### config.mk
export PLATFORM = sky130hd
export DESIGN_NAME = decoder8_sequencer
export DESIGN_NICKNAME = d
export VERILOG_FILES = /design/src/rtl/alu4_pkg.sv /design/src/rtl/sync_fifo.sv /design/src/rtl/decoder8_sequencer.sv
export SDC_FILE = /design/constraint.sdc
export NUM_CORES = 1
export LEC_CHECK = 0
export BUFFER_PORTS_ARGS = -buffer_cell sky130_fd_sc_hd__buf_4
export CAP_MARGIN = 20
export CORE_MARGIN = 1.5
export CORE_UTILIZATION = 57
export DETAILED_ROUTE_END_ITERATION = 6
export GPL_TIMING_DRIVEN = 1
export MAX_ROUTING_LAYER = met4
export PLACE_DENSITY = 0.83
export SETUP_SLACK_MARGIN = 0.15
export SLEW_MARGIN = 10
export SYNTH_ARGS = -nofsm -noshare
export SYNTH_HDL_FRONTEND = slang
export SYNTH_SLANG_ARGS = --single-unit
### constraint.sdc
create_clock -name clk -period 3.85 [get_ports clk]
set_clock_uncertainty 0.1 [all_clocks]
set_input_delay 0.385 -clock clk [delete_from_list [all_inputs] [get_ports clk]]
set_output_delay 0.385 -clock clk [all_outputs]
set_load 0.005 [all_outputs]
### src/rtl/alu4_pkg.sv
// Shared types for the decoder8 command sequencer: command word and FSM states.
package alu4_pkg;

    localparam int SEL_W  = 3;
    localparam int HOLD_W = 4;

    // One queued command: which decoder line to drive and for how long (minus one).
    typedef struct packed {
        logic [SEL_W-1:0]  sel;
        logic [HOLD_W-1:0] hold;
    } cmd_t;

    typedef enum logic {
        IDLE  = 1'b0,
        ISSUE = 1'b1
    } state_t;

endpackage

### src/rtl/sync_fifo.sv
// Small synchronous FIFO with occupancy count; pointers wrap naturally since DEPTH is a power of two.
module sync_fifo #(
    parameter int  DEPTH = 4,
    parameter type T     = logic [7:0]
) (
    input  logic                   clk,
    input  logic                   rst_n,
    input  logic                   flush,
    input  logic                   push,
    input  T                       wdata,
    input  logic                   pop,
    output T                       rdata,
    output logic                   full,
    output logic                   empty,
    output logic [$clog2(DEPTH):0] count
);

    localparam int AW = $clog2(DEPTH);
    localparam int CW = AW + 1;

    logic [AW-1:0] wptr_q;
    logic [AW-1:0] rptr_q;
    logic [CW-1:0] count_q;
    T              mem_q [DEPTH];

    logic doPush;
    logic doPop;

    assign full   = (count_q == CW'(DEPTH));
    assign empty  = (count_q == '0);
    assign count  = count_q;
    assign rdata  = mem_q[rptr_q];
    assign doPush = push && !full;
    assign doPop  = pop && !empty;

    // Pointer and occupancy bookkeeping; flush empties the queue and wins over push/pop.
    always_ff @(posedge clk or negedge rst_n) begin
        if (!rst_n) begin
            wptr_q  <= '0;
            rptr_q  <= '0;
            count_q <= '0;
        end else if (flush) begin
            wptr_q  <= '0;
            rptr_q  <= '0;
            count_q <= '0;
        end else begin
            if (doPush) begin
                wptr_q <= wptr_q + AW'(1);
            end
            if (doPop) begin
                rptr_q <= rptr_q + AW'(1);
            end
            if (doPush && !doPop) begin
                count_q <= count_q + CW'(1);
            end else if (doPop && !doPush) begin
                count_q <= count_q - CW'(1);
            end
        end
    end

    // Storage array; contents need no reset because empty/count gate every read.
    always_ff @(posedge clk) begin
        if (doPush && !flush) begin
            mem_q[wptr_q] <= wdata;
        end
    end

endmodule

### src/rtl/decoder8_sequencer.sv
// Queues {sel, hold} commands and plays them out as back-to-back enable windows for a decoder8.
module decoder8_sequencer
    import alu4_pkg::*;
#(
    parameter int DEPTH = 4
) (
    input  logic                   clk,
    input  logic                   rst_n,
    input  logic                   flush,
    input  logic                   in_valid,
    output logic                   in_ready,
    input  logic [SEL_W-1:0]       in_sel,
    input  logic [HOLD_W-1:0]      in_hold,
    output logic                   enable,
    output logic [SEL_W-1:0]       select,
    output logic                   done,
    output logic                   busy,
    output logic [$clog2(DEPTH):0] count
);

    state_t            state_q, state_d;
    logic [HOLD_W-1:0] remain_q, remain_d;
    logic              enable_q, enable_d;
    logic [SEL_W-1:0]  select_q, select_d;

    cmd_t inCmd;
    cmd_t headCmd;
    logic fifoPush;
    logic fifoPop;
    logic fifoFull;
    logic fifoEmpty;

    assign inCmd    = '{sel: in_sel, hold: in_hold};
    assign in_ready = rst_n && !fifoFull && !flush;
    assign fifoPush = in_valid && in_ready;

    sync_fifo #(
        .DEPTH (DEPTH),
        .T     (cmd_t)
    ) u_fifo (
        .clk   (clk),
        .rst_n (rst_n),
        .flush (flush),
        .push  (fifoPush),
        .wdata (inCmd),
        .pop   (fifoPop),
        .rdata (headCmd),
        .full  (fifoFull),
        .empty (fifoEmpty),
        .count (count)
    );

    assign enable = enable_q;
    assign select = select_q;
    assign done   = (state_q == ISSUE) && (remain_q == '0);
    assign busy   = (state_q == ISSUE) || !fifoEmpty;

    // FSM and output registers; reset clears everything including the last select.
    always_ff @(posedge clk or negedge rst_n) begin
        if (!rst_n) begin
            state_q  <= IDLE;
            remain_q <= '0;
            enable_q <= 1'b0;
            select_q <= '0;
        end else begin
            state_q  <= state_d;
            remain_q <= remain_d;
            enable_q <= enable_d;
            select_q <= select_d;
        end
    end

    // Next state: load from the FIFO head in IDLE or at the end of a window so enable never gaps.
    always_comb begin
        state_d  = state_q;
        remain_d = remain_q;
        enable_d = enable_q;
        select_d = select_q;
        fifoPop  = 1'b0;
        if (flush) begin
            state_d  = IDLE;
            remain_d = '0;
            enable_d = 1'b0;
        end else begin
            case (state_q)
                IDLE: begin
                    if (!fifoEmpty) begin
                        fifoPop  = 1'b1;
                        select_d = headCmd.sel;
                        remain_d = headCmd.hold;
                        enable_d = 1'b1;
                        state_d  = ISSUE;
                    end
                end
                ISSUE: begin
                    if (remain_q != '0) begin
                        remain_d = remain_q - HOLD_W'(1);
                    end else if (!fifoEmpty) begin
                        fifoPop  = 1'b1;
                        select_d = headCmd.sel;
                        remain_d = headCmd.hold;
                    end else begin
                        enable_d = 1'b0;
                        state_d  = IDLE;
                    end
                end
                default: begin
                    state_d  = IDLE;
                    enable_d = 1'b0;
                end
            endcase
        end
    end

endmodule

### Word-level counts from Yosys, hierarchy flattened

Memory sizes are Yosys's and may differ from the RTL's.
Index checks and enable logic that the tools add are counted.

| word-level totals | value |
|---|---|
| register bits | 16 |
| latch bits | 0 |
| bits in writable memories | 28 |
| ROM bits | 0 |
| input bits | 11 |
| output and inout bits | 10 |
| word-level logic and storage cells | 71 |
| memories | 1 |

Memories:

| name | words | width | rd ports | clocked after Yosys merged registers in | write ports | RTL line | RTL |
|---|---|---|---|---|---|---|---|
| u_fifo.mem_q | 4 | 7 | 1 | 0 | 1 | sync_fifo.sv:24 | `T mem_q [DEPTH];` |

| cells by class | value |
|---|---|
| $add $sub $neg | 5 |
| $mul | 0 |
| divide/modulo/power cells | 0 |
| order comparisons | 0 |
| equal/unequal tests | 5 |
| shift operators | 0 |
| muxes and demuxes | 28 |
| bitwise gates (word level) | 2 |
| reduce and logical (&&, ||, !) cells | 23 |

Operator list:

| kind | number |
|---|---|
| $mux W3 | 5 |
| $mux W4 | 3 |
| $mux W1 | 11 |
| $logic_and A1 B1 Y1 | 9 |
| $mux W2 | 4 |
| $pmux W4 S2 | 1 |
| $ne A3 B3 Y1 const B | 2 |
| $pmux W1 S2 | 3 |
| $pmux W3 S2 | 1 |
| $logic_not A1 Y1 | 5 |
| $add A2 B1 Y2 const B | 2 |
| $logic_not A4 Y1 | 1 |
| $reduce_bool A2 Y1 | 2 |
| $reduce_bool A4 Y1 | 1 |
| $sub A4 B1 Y4 const B | 1 |
| $add A3 B1 Y3 const B | 1 |
| $eq A3 B3 Y1 const B | 1 |
| $logic_not A3 Y1 | 1 |
| $ne A3 B2 Y1 const B | 1 |
| $reduce_and A3 Y1 | 1 |
| $reduce_bool A3 Y1 | 1 |
| $sub A3 B1 Y3 const B | 1 |
| $ne A2 B2 Y1 const B | 1 |
| $not A1 Y1 | 2 |
| other kinds (2) | 2 |

### Longest topological paths before layout

| logic depth | value |
|---|---|
| depth after elaboration | 11 |
| mapped depth | 11 |

### By module

A second synthesis with hierarchy kept.

| second synthesis, totals | value |
|---|---|
| cells, all modules | 146 |
| area total of the unflattened synthesis | 2097.0 um^2 |

Modules (own cells, without submodules):

| module | instances | cells an instance | area an instance (um^2) | seq. area each (um^2) |
|---|---|---|---|---|
| sync_fifo | 1 | 98 | 1584.0 | 1016.0 |
| decoder8_sequencer | 1 | 48 | 513.0 | 225.2 |

### Least setup slack after synthesis

OpenSTA, ideal clock, no wires.

| path | value |
|---|---|
| kind | reg-to-reg |
| start | register remain_q[0] |
| end | register u_fifo.count_q[2] (netlist: u_fifo.count[2]) |
| arrival time | 2482 ps |
| setup slack | 1143 ps |
| cell stages (with the launch flop) | 12 |
| path buffers | 1 |
| path through | dfrtp_1 > inv_1 > ha_1 > or3b_1 > clkbuf_2 > a21oi_4 > and2b_2 > fa_1 > inv_1 > a21oi_1 > mux2i_1 > mux2_2 |

| between the ends | value |
|---|---|
| longest elaborated chain between the ends | 9 |
| elaborated cells between the ends (all ways) | 11 |

RTL lines:

| what | RTL line | RTL |
|---|---|---|
| start: declaration | decoder8_sequencer.sv:22 | `logic [HOLD_W-1:0] remain_q, remain_d;` |
| start signal: assignment | decoder8_sequencer.sv:67 | `remain_q <= remain_d;` |
| $reduce_bool A4 Y1 (*) | decoder8_sequencer.sv:96 | `if (remain_q != '0) begin` |
| $mux W1 (*) | decoder8_sequencer.sv:96 |  |
| $pmux W1 S2 (*) | decoder8_sequencer.sv:85 | `case (state_q)` |
| $mux W1 (*) | decoder8_sequencer.sv:80 | `if (flush) begin` |
| $logic_and A1 B1 Y1 (*) | sync_fifo.sv:34 | `assign doPop = pop && !empty;` |
| $logic_not A1 Y1 | sync_fifo.sv:53 | `if (doPush && !doPop) begin` |
| $logic_and A1 B1 Y1 | sync_fifo.sv:53 |  |
| $mux W3 | sync_fifo.sv:53 |  |
| $mux W3 | sync_fifo.sv:42 | `end else if (flush) begin` |
| end signal: assignment | sync_fifo.sv:54 | `count_q <= count_q + CW'(1);` |
| end signal: assignment | sync_fifo.sv:56 | `count_q <= count_q - CW'(1);` |
| end: declaration | sync_fifo.sv:23 | `logic [CW-1:0] count_q;` |

Mark *: on every way between the ends. The rest lies on a longest branch, timed or not.
A chain may end at the register's enable or synchronous reset.

### Final worst setup path

Ends and elaborated chain as after synthesis.

==> results.txt <==
Final wirelength: 3310 um
Post-layout power: 1.527 mW
Final net count: 177
Die footprint: 3907 um^2
Die X: 62.51 um
Ant diodes: 0
WS Path Type: reg -> reg
Least-Margin Pin Slew: 0.5314 ns
Synth cell types: 37
# port buffers: 20
CTS clock-pin slew for the worst setup and hold paths: 0.13 ns
Worst path most repeated cell: inv_1
CTS Buf Count: 5
Num rows: 21
Met3 Wirelength: 128 um
Share of cells above drive strength 1: 0.2938
Total gr overflow: 0
Layout Cells excl Fill: 206
Hold/Removal Path Class: in -> reg
Yosys reg bits: 44
Min Hold Slack: 0.1351 ns
Wire per inst: 16.07 um
# clock sinks: 44
Worst EP arrival: 3.03 ns
CP max FO: 7
Hold Vio Cnt, Final: 0
Placed Area: 2195 um^2
Critical Path RT: 3.99 ns
Final TNS setup: 0 ns
CTS tree: built
Worst path bufs/invs: 2
Largest net degree at the start of global routing: 20
Worst Setup Start Kind: register
Finished Cell Area: 2288 um^2
CORE AREA: 3363 um^2
Clk_lat worst skew: 0.34 ns
Final Cycle Share: 0.7501
Avg Vias per Cell: 5.636
Relative slew slack: 0.6458
Area grow syn2layout: 13.39%
Sequential share of the synthesized area: 0.6150
Largest cells by area after synthesis: edfxtp_1 42%, dfrtp_1 20%, mux4_2 7.8%, ha_1 3.7%, mux2_2 3.3%
Root Buffer: clkbuf_4
Cells along the critical path: inv_1, ha_1, or3b_1, a21oi_4, and2b_2, fa_1, inv_1, a21oi_1, mux2i_1, mux2_2
Initial Util: 0.6001
Gp weighted congestion: 0.8399
Detailed Route Iter0 Violations: 64
First-pass iteration count of the detailed router: 4
Layout Utilization: 0.6804
Synth area leader: edfxtp_1
Drt drc: 0
Worst Slack Setup Final: 0.9623 ns
Max-cap violations: 0
RSZ-0062 raised after global routing: no
Leak: 0.9055 nW
Slew Limit Fails: 0
Mapped cell area: 2018 um^2
Place WS: 1.001 ns
Ys Warns: 0
Met1 wire length: 1497 um
Placed instance count: 197
Pwr/cell area: 667.3 nW/um^2
I/O pins: 21
Die height: 62.51 um
Post-cts hold buffer count: 1
Post-cts sizing count: 0
Syn Inst Count: 139
First-pass GRT wire length: 5630 um
Synthesized area per cell: 14.52 um^2
Post-route ant nets: 0
Vias: 1161
Slowest-stage cell, CP: or3b_1
Detailed placement HPWL: 2321 um
CP peak stage delay: 0.47 ns
CP Capture Type: register
H-tree levels: 2
Fmax: 0.3463 GHz
Status: completed
Delay-heaviest family, CP: simple AND/OR/NAND/NOR gates
Met2 wire length: 1664 um
Worst R2R Setup Slack: 0.96 ns
Initial antenna violation count: 0
Post-CTS Setup Bufs: 0
Vias in the first global route: 1185
Clk buf depth: 2
All-Layer GR Usage: 0.1953
Crit path time final: 2.888 ns
Finish-stage setup viols: 0
VDD IR max: 0.4031 mV
Syn nets: 157
Top cell type's share of synthesized area: 0.4166
Top sig layer: met4
==> final timing paths <==
kind                                       to         from  cells after the start
max in group asynchronous    u_fifo.wptr_q[1]        rst_n                      2
setup / recovery              u_fifo.count[2]  remain_q[0]                     10
min in group asynchronous              enable        rst_n                      2
setup reg to reg              u_fifo.count[2]  remain_q[0]                     10
hold / removal             u_fifo.mem_q[0][5]    in_sel[1]                      1
hold reg to reg                     select[0]    select[0]                      1
==> flip-flops by register name, summed over array words and instances, names as in the netlist <==
signal,flops
u_fifo.wptr_q,2
select,3
enable,1
u_fifo.count,3
state_q,1
u_fifo.mem_q,28
u_fifo.rptr_q,2
remain_q,4
==> kinds of logic after synthesis <==
kind of cell / synth area share
AO/OA/AOI/OAI: 0.06386
adder cells (fa/ha/maj): 0.04712
flip-flops: 0.6150
XOR/XNOR: 0.01302
AND/OR/NAND/NOR: 0.1035
buffers and inverters: 0.03595
multiplexers: 0.1215
==> synth_stat cells (all sizes together) <==
| cell | n |
|---|---|
| edfxtp | 28 |
| dfrtp | 16 |
| inv | 9 |
| nor2 | 9 |
| mux4 | 7 |
| a21oi | 6 |
| clkbuf | 6 |
| ha | 6 |
| mux2 | 6 |
| and3 | 5 |
| a211oi | 4 |
| and2 | 4 |
| buf | 3 |
| nor3 | 3 |
| o21ai | 3 |
| xnor2 | 3 |
| and3b | 2 |
| mux2i | 2 |
| nand2 | 2 |
| nor3b | 2 |
| or3b | 2 |
| a21o | 1 |
| a22oi | 1 |
| a32oi | 1 |
| and2b | 1 |
| fa | 1 |
| nand2b | 1 |
| nor2b | 1 |
| nor4 | 1 |
| o311a | 1 |
| o31ai | 1 |
| or3 | 1 |
==> worst reg2reg max path, stage by stage (launching register included) <==
cell,delay (ns)
dfrtp_1,0.44
inv_1,0.10
ha_1,0.16
or3b_1,0.47
a21oi_4,0.29
and2b_2,0.26
fa_1,0.36
inv_1,0.08
a21oi_1,0.04
mux2i_1,0.15
mux2_2,0.35
==> area by class of cell <==
class	count	area [um^2]
Clock buffer	5	37.54
Multi-Input combinational cell	77	704.4
Fill cell	248	1075
Inverter	9	33.78
Clock inverter	3	46.29
Timing Repair Buffer	22	167.7
Sequential cell	44	1241
Tap cell	46	57.56
==> layout by cell type (no fill, tap or decap), types with 6 or more instances in the layout <==
cell / count
edfxtp_1: 28
buf_4: 21
dfrtp_1: 16
inv_1: 9
nor2_1: 9
mux4_2: 7
mux2_2: 6
ha_1: 6
==> metal layers <==
metal	global-route usage	up-vias
met4	0.05556	0
met5	-	-
met2	0.3078	30
met1	0.2649	577
li1	-	552
met3	0.03604	2
==> report_power, final <==
| part | total, mW | switching [mW] | internal (mW) |
|---|---|---|---|
| sequential | 0.674 | 0.0961 | 0.578 |
| combinational | 0.568 | 0.265 | 0.303 |
| clock | 0.285 | 0.146 | 0.139 |
(Power assumes the default switching activity.)
